**src/rtl/button_conditioner.sv**
```systemverilog
// Purpose: 2-FF sync + debounce for 4 active-low keys and 1 switch, plus per-key press/release/long/repeat pulses.
// Latency: clean raw edge to debounced level = DEBOUNCE_CYCLES + 2 cycles; pulses coincide with the level change.
// Backpressure: none; inputs are sampled every cycle and event pulses are single-cycle, never held.
module button_conditioner #(
    parameter int DEBOUNCE_CYCLES = 1000000,
    parameter int LONG_CYCLES     = 50000000,
    parameter int REPEAT_CYCLES   = 10000000
) (
    input  logic       clk_clk,
    input  logic       reset_reset_n,
    input  logic [3:0] key_n,
    input  logic       sw_raw,
    output logic [3:0] buttons_export,
    output logic       switch_export,
    output logic [3:0] press_pulse,
    output logic [3:0] release_pulse,
    output logic [3:0] long_press,
    output logic [3:0] repeat_pulse
);

    // Channel layout: bits [3:0] are the keys, bit 4 is the switch.
    localparam int NCH  = 5;
    localparam int NKEY = 4;
    localparam int DW   = $clog2(DEBOUNCE_CYCLES);
    localparam int HMAX = (LONG_CYCLES > REPEAT_CYCLES) ? LONG_CYCLES : REPEAT_CYCLES;
    localparam int HW   = $clog2(HMAX);

    // Keys idle high (released), the switch idles low.
    localparam logic [NCH-1:0] RST_LVL = 5'b01111;

    localparam logic [DW-1:0] D_LAST = DW'(DEBOUNCE_CYCLES - 1);
    localparam logic [HW-1:0] L_LAST = HW'(LONG_CYCLES - 1);
    localparam logic [HW-1:0] R_LAST = HW'(REPEAT_CYCLES - 1);

    localparam logic [1:0] S_RELEASED = 2'd0;
    localparam logic [1:0] S_PRESSED  = 2'd1;
    localparam logic [1:0] S_LONG     = 2'd2;

    logic [NCH-1:0] raw;
    logic [NCH-1:0] sync1;
    logic [NCH-1:0] sync2;
    logic [NCH-1:0] lvl;
    logic [NCH-1:0] accept;
    logic [DW-1:0]  dcnt [NCH];

    logic [1:0]     state [NKEY];
    logic [HW-1:0]  hcnt  [NKEY];

    assign raw = {sw_raw, key_n};

    // Two-flop synchronizer for every asynchronous input bit.
    always_ff @(posedge clk_clk) begin
        if (!reset_reset_n) begin
            sync1 <= RST_LVL;
            sync2 <= RST_LVL;
        end else begin
            sync1 <= raw;
            sync2 <= sync1;
        end
    end

    // A level change is accepted on the edge where the disagreeing run reaches its terminal count.
    always_comb begin
        accept = '0;
        for (int i = 0; i < NCH; i++) begin
            accept[i] = (sync2[i] != lvl[i]) && (dcnt[i] == D_LAST);
        end
    end

    // Debounce filter: any agreeing sample clears the run counter, so short glitches never propagate.
    always_ff @(posedge clk_clk) begin
        if (!reset_reset_n) begin
            lvl <= RST_LVL;
            for (int i = 0; i < NCH; i++) begin
                dcnt[i] <= '0;
            end
        end else begin
            for (int i = 0; i < NCH; i++) begin
                if (sync2[i] == lvl[i]) begin
                    dcnt[i] <= '0;
                end else if (accept[i]) begin
                    lvl[i]  <= sync2[i];
                    dcnt[i] <= '0;
                end else begin
                    dcnt[i] <= dcnt[i] + DW'(1);
                end
            end
        end
    end

    // Hold FSM per key; the event pulses are registered on the same edge that moves the debounced level.
    always_ff @(posedge clk_clk) begin
        if (!reset_reset_n) begin
            press_pulse   <= '0;
            release_pulse <= '0;
            long_press    <= '0;
            repeat_pulse  <= '0;
            for (int k = 0; k < NKEY; k++) begin
                state[k] <= S_RELEASED;
                hcnt[k]  <= '0;
            end
        end else begin
            press_pulse   <= '0;
            release_pulse <= '0;
            long_press    <= '0;
            repeat_pulse  <= '0;
            for (int k = 0; k < NKEY; k++) begin
                case (state[k])
                    S_RELEASED: begin
                        // lvl is 1 here, so an accept means a 1->0 press.
                        if (accept[k] && lvl[k]) begin
                            press_pulse[k] <= 1'b1;
                            state[k]       <= S_PRESSED;
                            hcnt[k]        <= '0;
                        end
                    end
                    S_PRESSED: begin
                        // Release takes priority over the long-press threshold.
                        if (accept[k] && !lvl[k]) begin
                            release_pulse[k] <= 1'b1;
                            state[k]         <= S_RELEASED;
                            hcnt[k]          <= '0;
                        end else if (hcnt[k] == L_LAST) begin
                            long_press[k] <= 1'b1;
                            state[k]      <= S_LONG;
                            hcnt[k]       <= '0;
                        end else begin
                            hcnt[k] <= hcnt[k] + HW'(1);
                        end
                    end
                    S_LONG: begin
                        // Release takes priority over the repeat threshold.
                        if (accept[k] && !lvl[k]) begin
                            release_pulse[k] <= 1'b1;
                            state[k]         <= S_RELEASED;
                            hcnt[k]          <= '0;
                        end else if (hcnt[k] == R_LAST) begin
                            repeat_pulse[k] <= 1'b1;
                            hcnt[k]         <= '0;
                        end else begin
                            hcnt[k] <= hcnt[k] + HW'(1);
                        end
                    end
                    default: begin
                        state[k] <= S_RELEASED;
                        hcnt[k]  <= '0;
                    end
                endcase
            end
        end
    end

    assign buttons_export = lvl[3:0];
    assign switch_export  = lvl[4];

endmodule

```
**config.mk**
```make
export PLATFORM = sky130hd
export DESIGN_NAME = button_conditioner
export DESIGN_NICKNAME = d
export VERILOG_FILES = /design/src/rtl/button_conditioner.sv
export SDC_FILE = /design/constraint.sdc
export NUM_CORES = 1
export LEC_CHECK = 0
export ABC_AREA = 1
export BUFFER_PORTS_ARGS = -buffer_cell sky130_fd_sc_hd__buf_2
export CAP_MARGIN = 5
export CORE_MARGIN = 10
export CORE_UTILIZATION = 50
export CTS_BUF_LIST = sky130_fd_sc_hd__clkbuf_8
export DETAILED_ROUTE_END_ITERATION = 8
export PLACE_DENSITY = 0.66
export SKIP_CTS_REPAIR_TIMING = 1
export SYNTH_ARGS = -nofsm -noshare
export SYNTH_HDL_FRONTEND = slang
export SYNTH_SLANG_ARGS = --single-unit
```
**constraint.sdc**
```tcl
create_clock -name clk_clk -period 6.51 [get_ports clk_clk]
set_input_delay 0.651 -clock clk_clk [delete_from_list [all_inputs] [get_ports clk_clk]]
set_output_delay 0.651 -clock clk_clk [all_outputs]
set_load 0.05 [all_outputs]
```
==> results of run 1 <==
[state kept, by name, indices dropped and copies added, names as in the netlist]
register and cells:
hcnt 104, dcnt 100, state 8, lvl 5, sync1 5, sync2 5, long_press 4, press_pulse 4
release_pulse 4, repeat_pulse 4
[metal layers]
layer	share of wire (%)	routed length (µm)	up-vias
met1	47	13970	5385
met2	46	13560	220
li1	-	-	6037
met5	0	0	-
met3	4.4	1308	50
met4	2.2	643	0
[kinds of logic after synthesis]
| logic type | after synthesis | synth area share (%) |
|---|---|---|
| AOI/OAI and AO/OA | 82 | 3.009 |
| xor gates and xnor gates | 106 | 6.361 |
| adders and majority gates | 25 | 2.143 |
| buffers and inverters | 252 | 7.047 |
| DFF | 243 | 47.87 |
| other | 1 | 0.02569 |
| and+or+nand+nor | 1054 | 33.54 |
[power by group through the flow]
stage / combinational (mW) / sequential (mW) / clock (mW)
floorplan: 0.200 / 1.88 / 0
global placement: 0.231 / 1.90 / 0
detailed placement: 0.235 / 1.90 / 0
CTS: 0.237 / 1.87 / 1.59
global route: 0.276 / 1.88 / 1.65
finish: 0.237 / 1.87 / 1.54
[final cells by class]
type                       count  area (µm²)  share of cell area, %
clock inverter                32       266.5                  1.625
multi-input combinational   1367        6952                  42.39
clock buffer                  50       688.2                  4.197
tap                          384       480.5                  2.930
sequential                   243        6987                  42.61
inverter                     231       867.1                  5.288
timing repair buffer          30       157.7                 0.9614
[per-stage QoR]
stage / hold WS (ns) / power, mW / util (%) / instance area, µm² / std cells
global route: 0.2880 / 3.812 / 56.98 / 16400 / 2337
global placement: 0.3919 / 2.129 / 53.66 / 15440 / 2255
finish: 0.3220 / 3.646 / 56.98 / 16400 / 2337
CTS: 0.2835 / 3.693 / 56.98 / 16400 / 2337
detailed placement: 0.3985 / 2.135 / 53.66 / 15440 / 2255
floorplan: 0.3905 / 2.076 / - / 14970 / 1862
[cells in the final DEF, fill, tap and decap left out, drive strengths merged]
master | netlist | routed
nand3b | 2 | 2
nand4 | 71 | 71
clkinvlp | 0 | 2
or2 | 19 | 19
buf | 19 | 30
conb | 1 | 100
a31oi | 6 | 6
a211oi | 1 | 1
ha | 25 | 25
nand2 | 338 | 338
nor3 | 86 | 86
a21oi | 45 | 45
nor3b | 13 | 13
o21ai | 21 | 21
o21a | 2 | 2
nor4 | 9 | 9
and2 | 3 | 3
o21bai | 2 | 2
o22ai | 3 | 3
edfxtp | 212 | 212
nand3 | 131 | 131
bufinv | 0 | 5
clkbuf | 2 | 50
nor2 | 382 | 382
xor2 | 76 | 76
clkinv | 2 | 8
inv | 229 | 248
xnor2 | 30 | 30
dfxtp | 31 | 31
o211ai | 2 | 2
[final timing paths]
| kind | to | slack (ns) | cells past startpoint |
|---|---|---|---|
| setup / recovery | hcnt[3][8] | 3.69 | 9 |
| hold / removal | sync1[0] | 0.32 | 2 |
| setup reg to reg | hcnt[3][8] | 3.69 | 9 |
| hold reg to reg | sync2[0] | 0.41 | 1 |
==> metrics, run 1 <==
worst slew pin tran=around 1.1 ns; mapped cell area=about 0.015 mm²; RSZ-0062 raised after global routing=false; VDD IR max=approximately 150 µV; FMAX=about 350 MHz; buffers added on ports=27; GRT Max-Usage Layer=met2; Final Skew=0.02865 ns; share of cells above drive strength 1=around a tenth; crit-path max cell delay=approximately 0.8 ns; fill count=2,708; NumNets Final=roughly 2,000; final hold violation count=0; post-synthesis sequential area ratio=47.87%; startpoint types=flip-flop; total gr overflow=0; met1 usage in global routing=21.86%; Max Cap Viol=0; Psw=around 0.88 mW; DR vias/cell=around 5; Starting Density=around half; Final TNS setup=0 ns; routed vias=between 10,000 and 15,000; Hold Path Origin=key_n[0]; DR WL/cell=approximately 13 µm; DRT Pass-1 Iters=5; CP Max Fanout=26; Worst setup EP type=flip-flop; Critical Path AT=about 3 ns; vias in the first global route=11,170; cells after synthesis=~1,800; critical path's slowest cell=nand2_1; 1st-iter DRT viols=around 770; htree depth=2; Setup CP Type=flip-flop to flip-flop; Post-synth top flop=edfxtp_1; first-pass GRT wire length=approximately 51,000 µm; Flop pwr share=approximately half; Final Max Tran Viols=0; M2 GR Usage=a little over a quarter; full die area=around 0.036 mm²; Max-slew headroom=approximately a quarter; die height=~190 µm; CTS tree=built; most common cell in the netlist=nor2_1; pin count of the biggest net entering global routing=30; Cell Chain, Critical Path=ha_1 -> nand3_4 -> nor3_4 -> nand3_1 -> nor2_1 -> nand3_1 -> nand2_1 -> nor2_1 -> nand2_1; total track usage=around 16%; Async SR Flop Fraction=0%; num ports=28; top cell family by delay on the critical path=simple AND/OR/NAND/NOR gates; Die X=190.9 µm; post-synthesis register bit count=243; EDFF count, synth=212; Static Leak=approximately 6.6 nW; Worst-Skew Late Latency=around 0.55 ns; Mapped Avg Cell Area=8.279 µm²; clock network fraction of total power=between 40% and 50%; RD Place Congestion=around 0.91; Comb pwr share=~6.5%; Sw Ratio=24.21%; post-synth top area cell=edfxtp_1; FF-to-FF Start=dcnt[3][0]; clock sinks=around 240; Routed WL=between 20,000 and 30,000 µm; initial antenna violation count=0; area grow syn2layout=12.35%; hpwl dp=approximately 21,000 µm; clk buf depth=3; clk slew on worst S/H paths=approximately 0.060 ns; critical path required time=approximately 6.7 ns; Setup WS pre-CTS=approximately 3.4 ns; final setup margin=between 3 and 4 ns; Synth top area share=a little over two fifths; # DRC=0; clk root buf=clkbuf_8; Core ar.=roughly 0.029 mm²; P_int=~2.8 mW; Synth warnings=0; Detail Route Antenna Nets=0; Post-synth top cells=nor2_1, nand2_1, inv_1; Buf/Inv on CP=0; # diodes=0; Final setup viols=0; status=finished clean; Num CTS Buffers=44; Cell Pwr Density=222.3 mW/mm²; fin crit share=between 40% and 50%; Unique masters post-synth=44; top cells by area, synth=edfxtp_1, nor2_1, nand2_1, inv_1, xor2_1; CP startpoint=dcnt[3][0]; met3 usage=between 2 and 3%; HP Class=input port to flip-flop; Tmin final=roughly 2.8 ns; Rows=slightly above 60
Note: power is estimated with default switching activity, not from simulation.
==> run 2: changes to the inputs <==
Clock period 6.51 ns to 2.8 ns, I/O delays scaled along.
==> run 2 against run 1 <==
Net effect: sequential power up 130%; sequential cell count unchanged; via count grew 0.35%; critical endpoint is now hcnt[3][25]; final cell count rose by 0.43%; clock power rose by 100%; first-iteration DRC count rose by 26%; global-route usage about the same; wire length hardly changed; maximum frequency increased by 23%.
==> metrics, run 2 (same netlist as run 1, synthesis figures left out) <==
status=finished clean; critical path required time=2.99 ns (-3.67 ns); Final Skew=0.01735 ns (-0.01130 ns); startpoint types=flip-flop; CP startpoint=dcnt[3][0]; Core ar.=0.02878 mm² (unchanged); hpwl dp=21,670 µm (+1.4%); Worst setup EP type=flip-flop; Util after Layout=56.87% (-0.11 points); Num CTS Buffers=44 (unchanged); Critical Path AT=2.49 ns (-0.47 ns); Final Max Tran Viols=0 (unchanged); final hold slack=0.07396 ns (-0.2480 ns); clk root buf=clkbuf_8; FMAX=436.3 MHz (+23%); htree depth=2 (unchanged); 1st-iter DRT viols=973 (+26%); clk buf depth=3 (unchanged); commonest non-fill, non-tap cell in the layout=nor2_1; pin count of the biggest net entering global routing=27 (-10%); RSZ-0062 raised after global routing=false; Die X=190.9 µm (unchanged); RD Place Congestion=0.9224 (+0.86%); buffers added on ports=27 (unchanged); VDD IR max=318.8 µV (+120%); Starting Density=50.71% (unchanged); NumNets Final=1,962 (+0.67%); initial antenna violation count=1 (+1); num ports=28 (unchanged); Final TNS setup=0 ns (unchanged); # DRC=0 (unchanged); fill count=2,708 (unchanged); Setup CP Type=flip-flop to flip-flop; first-pass GRT wire length=50,670 µm (-0.85%); Largest regs=hcnt (104), dcnt (100), state (8); total track usage=16.30% (-0.033 points); clock sinks=243 (unchanged); full die area=0.03642 mm² (unchanged); Max-slew headroom=56.31% (+30 points); Sequential cell area=0.006987 mm² (unchanged); Tmin final=2.292 ns (-0.5258 ns); worst slew pin tran=0.6554 ns (-0.4425 ns); total gr overflow=0 (unchanged); DR vias/cell=4.999 (about the same); Routed WL=29,470 µm (about the same); die height=190.9 µm (unchanged); area grow syn2layout=12.14%; Static Leak=6.623 nW (-0.23%); most frequent cells in the layout=nor2_1, nand2_1, inv_1, edfxtp_1, nand3_1; Final setup viols=0 (unchanged); clk slew on worst S/H paths=0.06 ns (about the same); DRT Pass-1 Iters=7 (+2); Critical Path End=hcnt[3][25]; fin crit share=81.86% (+39 points); Largest Register=hcnt; Worst-Skew Late Latency=0.54 ns (about the same); FF-to-FF Start=dcnt[3][0]; HP Class=input port to flip-flop; Max Cap Viol=0 (unchanged); Rows=62 (unchanged); CTS tree=built; max reg flops=104 (unchanged); routed vias=11,730 (+0.35%); share of cells above drive strength 1=9.480% (+0.11 points); DR WL/cell=12.55 µm (-0.50%); vias in the first global route=11,080 (-0.81%); Reg2Reg Depth=10 (+1); CP Max Fanout=26 (unchanged); Detail Route Antenna Nets=0 (unchanged); final hold violation count=0 (unchanged); R2R Setup Slk=0.51 ns (-3.18 ns); Multi-input gate area=0.006952 mm² (unchanged); FF-to-FF End=hcnt[3][25]; Cell Pwr Density=489.9 mW/mm² (+120%)
-- run 2: changes by cell type in the layout (fill, tap and decap cells not counted) --
| cell | before | now |
|---|---|---|
| bufinv_16 | 5 | 1 |
| clkinv_1 | 2 | 7 |
| clkbuf_8 | 50 | 48 |
| buf_4 | 3 | 11 |
| dlygate4sd3_1 | 0 | 5 |
| inv_1 | 241 | 237 |
| diode_2 | 0 | 1 |
| clkinvlp_4 | 2 | 0 |
| clkinv_2 | 6 | 9 |
-- run 2: where the power goes --
part / switching, mW / internal, mW
Sequential: 0.202 / 4.15
Clock: 1.44 / 1.66
Combinational: 0.377 / 0.187
Total: 2.02 / 6.00
-- run 2: worst max-delay path, stage by stage, from the launching register on --
cell	delay (ns)
edfxtp_1	0.37
ha_1	0.28
nand3_4	0.14
nor3_4	0.23
nand3_1	0.21
nor2_1	0.13
nand3_1	0.08
nand3_1	0.07
nor2_1	0.05
nand2_1	0.05
buf_4	0.32
-- run 2: layout make-up --
cell class              count  share of cell area, %
inverters                 231                  5.298
flip-flops and latches    243                  42.69
diodes                      1                0.01529
clock buffers              48                  4.036
clock inverters            30                 0.9174
multi-input cells        1367                  42.47
well taps                 384                  2.936
repair buffers             43                  1.636
-- run 2: how the worst min path moves through the flow --
stage                       start          endpoint  slack [ns]  cells after the start
floorplan                  sw_raw          sync1[4]        0.38                      2
global placement         sync1[4]          sync2[4]        0.39                      2
detailed placement       sync1[3]          sync2[3]        0.40                      1
CTS                      key_n[0]          sync1[0]       -0.10                      2
global route        reset_reset_n  release_pulse[2]        0.08                      3
finish              reset_reset_n  release_pulse[2]        0.07                      3
-- run 2: metrics by stage --
step	area [µm²]	total power [mW]	setup WS, ns	cells
6_report	16370	8.019	0.5080	2347
5_1_grt	16370	8.416	0.2649	2347
4_1_cts	16310	8.125	0.5019	2341
3_5_place_dp	15500	4.974	0.4952	2263
3_3_place_gp	15500	4.957	0.5633	2263
2_1_floorplan	14970	4.826	0.2769	1862
-- run 2: layer usage --
| layer | vias up | part of all wire [%] | track usage (%) |
|---|---|---|---|
| met5 | - | 0 | 0 |
| met3 | 55 | 4.2 | 2.725 |
| met4 | 0 | 2.3 | 5.542 |
| met2 | 204 | 47 | 26.99 |
| met1 | 5401 | 47 | 21.19 |
| li1 | 6073 | - | - |
==> run 3: changes to the inputs <==
Settings changed: ABC_AREA 1 to 0.
Clock period 2.8 ns to 2.3 ns, I/O delays scaled along.
==> run 3 against run 2 <==
Net effect: sequential share of layout area increased by 1.6 points; synthesized cell count decreased by 29%; clock power up 32%; utilization grew 4.0 points; sequential cell count unchanged; total power is 25% higher; via count is 17% lower; area after synthesis is 11% lower; register-to-register slack worse by 0.44 ns; combinational power grew 21%.
==> metrics, run 3 <==
Rows=59 (-4.8%); Detail Route Antenna Nets=0 (unchanged); Mapped Avg Cell Area=10.46 µm² (+26%); # DRC=0 (unchanged); critical path required time=2.54 ns (-0.45 ns); Psw=2.374 mW (+17%); max reg flops=104 (unchanged); clk root buf=clkbuf_8; commonest non-fill, non-tap cell in the layout=nor2_1; RD Place Congestion=0.8001 (-13%); Setup CP Type=flip-flop to flip-flop; post-route cell area=0.01578 mm² (-3.6%); Sw Ratio=23.66% (-1.5 points); full die area=0.03298 mm² (-9.5%); Tmin final=2.231 ns (-0.06080 ns); Final Max Tran Viols=0 (unchanged); # diodes=0 (-1); post-synthesis sequential area ratio=53.51% (+5.6 points); post-synth top area cell=edfxtp_1; startpoint types=flip-flop; DRT Pass-1 Iters=5 (-2); DR WL/cell=14.07 µm (+12%); fill count=2,205 (-19%); fin crit share=97.01% (+15 points); most frequent cells in the layout=nor2_1, edfxtp_1, xor2_1, conb_1, nand2_1; Worst-Skew Late Latency=0.54 ns (about the same); Max Cap Viol=0 (unchanged); Critical Path AT=2.47 ns (-0.02 ns); top cells by area, synth=edfxtp_1, nor2_1, xor2_1, xnor2_1, dfxtp_1; total track usage=14.86% (-1.4 points); initial antenna violation count=0 (-1); Final Skew=0.01561 ns (-0.001738 ns); total gr overflow=0 (unchanged); vias in the first global route=9,341 (-16%); EDFF count, synth=212 (unchanged); Synth top area share=48.75% (+5.1 points); post-synthesis register bit count=243 (unchanged); Largest Register=hcnt; Largest regs=hcnt (104), dcnt (100), state (8); status=finished clean; CP Max Fanout=3 (-88%); Unique masters post-synth=55 (+25%); Final TNS setup=0 ns (unchanged); DR vias/cell=5.208 (+4.2%); clock sinks=243 (unchanged); P_int=7.659 mW (+28%); clk slew on worst S/H paths=0.06 ns (about the same); VDD IR max=503.7 µV (+58%); CTS tree=built; Flop pwr share=52.3% (-1.9 points); final setup margin=0.06879 ns (-0.4392 ns); Num CTS Buffers=43 (-2.3%); share of cells above drive strength 1=14.15% (+4.7 points); Routed WL=26,190 µm (-11%); most common cell in the netlist=nor2_1; area grow syn2layout=20.87%; Starting Density=50.39% (-0.32 points); Worst setup EP type=flip-flop; hpwl dp=17,130 µm (-21%); worst slew pin tran=0.8308 ns (+0.1754 ns); FMAX=448.2 MHz (+2.7%); buffers added on ports=27 (unchanged); Async SR Flop Fraction=0% (unchanged); Static Leak=5.698 nW (-14%); NumNets Final=1,526 (-22%); HP Class=input port to flip-flop; Final setup viols=0 (unchanged); Core ar.=0.02591 mm² (-10%); Post-synth top flop=edfxtp_1; Post-synth top cells=nor2_1, edfxtp_1, xor2_1; Max-slew headroom=44.41% (-12 points); routed vias=9,697 (-17%); 1st-iter DRT viols=681 (-30%); num ports=28 (unchanged); cells after synthesis=1,248 (-29%); htree depth=2 (unchanged); pin count of the biggest net entering global routing=27 (unchanged); mapped cell area=0.01306 mm² (-11%); Die X=181.6 µm (-4.8%); die height=181.6 µm (-4.8%); final hold violation count=0 (unchanged); Setup WS pre-CTS=-0.1495 ns (-0.6447 ns); Cell Pwr Density=635.7 mW/mm² (+30%); Synth warnings=0 (unchanged); Comb pwr share=6.8% (-0.2 points); clock network fraction of total power=40.9% (+2.2 points); Placed Area=0.01458 mm² (-5.9%); first-pass GRT wire length=42,700 µm (-16%); clk buf depth=3 (unchanged)
## run 3: final cells by class
cell class              count  area (µm²)  share of cell area, %
repair buffers            120       945.9                  5.993
well taps                 335       419.2                  2.656
clock inverters            28       191.4                  1.213
multi-input cells        1047        6405                  40.58
clock buffers              50       688.2                  4.360
flip-flops and latches    243        6987                  44.27
inverters                  39       146.4                 0.9275
## run 3: final timing paths
check	from	cells after the start	slack (ns)	end
hold / removal	reset_reset_n	2	0.07	lvl[2]
hold reg to reg	sync1[3]	1	0.41	sync2[3]
setup / recovery	dcnt[1][12]	7	0.07	state[1][1]
setup reg to reg	dcnt[1][12]	7	0.07	state[1][1]
## run 3: metal layers
layer  GRT usage, %  up-vias  wire length [µm]  share of wire (%)
li1               -     4885                 -                  -
met1          20.12     4596             12440                 48
met2          23.83      167             12120                 46
met3          2.624       49              1096                4.2
met4          4.491        0               535                2.0
met5              0        -                 0                  0
## run 3: cell families after synthesis
kind of cell | after synthesis | synth area share, %
other cells | 1 | 0.02872
flops | 243 | 53.51
compound gates | 27 | 1.639
xor+xnor | 185 | 12.41
buf+inv | 64 | 2.252
fa+ha+maj | 25 | 2.396
simple gates | 700 | 27.54
mux | 3 | 0.2300
## run 3: per-stage QoR
step                power (mW)  std cells  hold WS, ns  util, %
global route             10.45       1862      0.05923    60.91
CTS                      10.11       1847      -0.1583    59.67
detailed placement       5.969       1769       0.4011    56.28
finish                   10.03       1862      0.07121    60.91
floorplan                5.728       1347       0.3315        -
global placement         5.954       1769       0.3907    56.28
## run 3: worst max-delay path, stage by stage, from the launching register on
cell and delay [ns]:
edfxtp_1 0.42, nor4bb_2 0.36, buf_4 0.16, nand4_1 0.12, buf_4 0.18, o41a_1 0.40
a21oi_2 0.13, or3_1 0.16
## run 3: power by group through the flow
stage               logic [mW]  registers [mW]  clock network [mW]
floorplan                0.417            5.31                   0
global placement         0.627            5.33                   0
detailed placement       0.634            5.34                   0
CTS                      0.640            5.25                4.23
global route             0.761            5.29                4.40
finish                   0.680            5.25                4.10
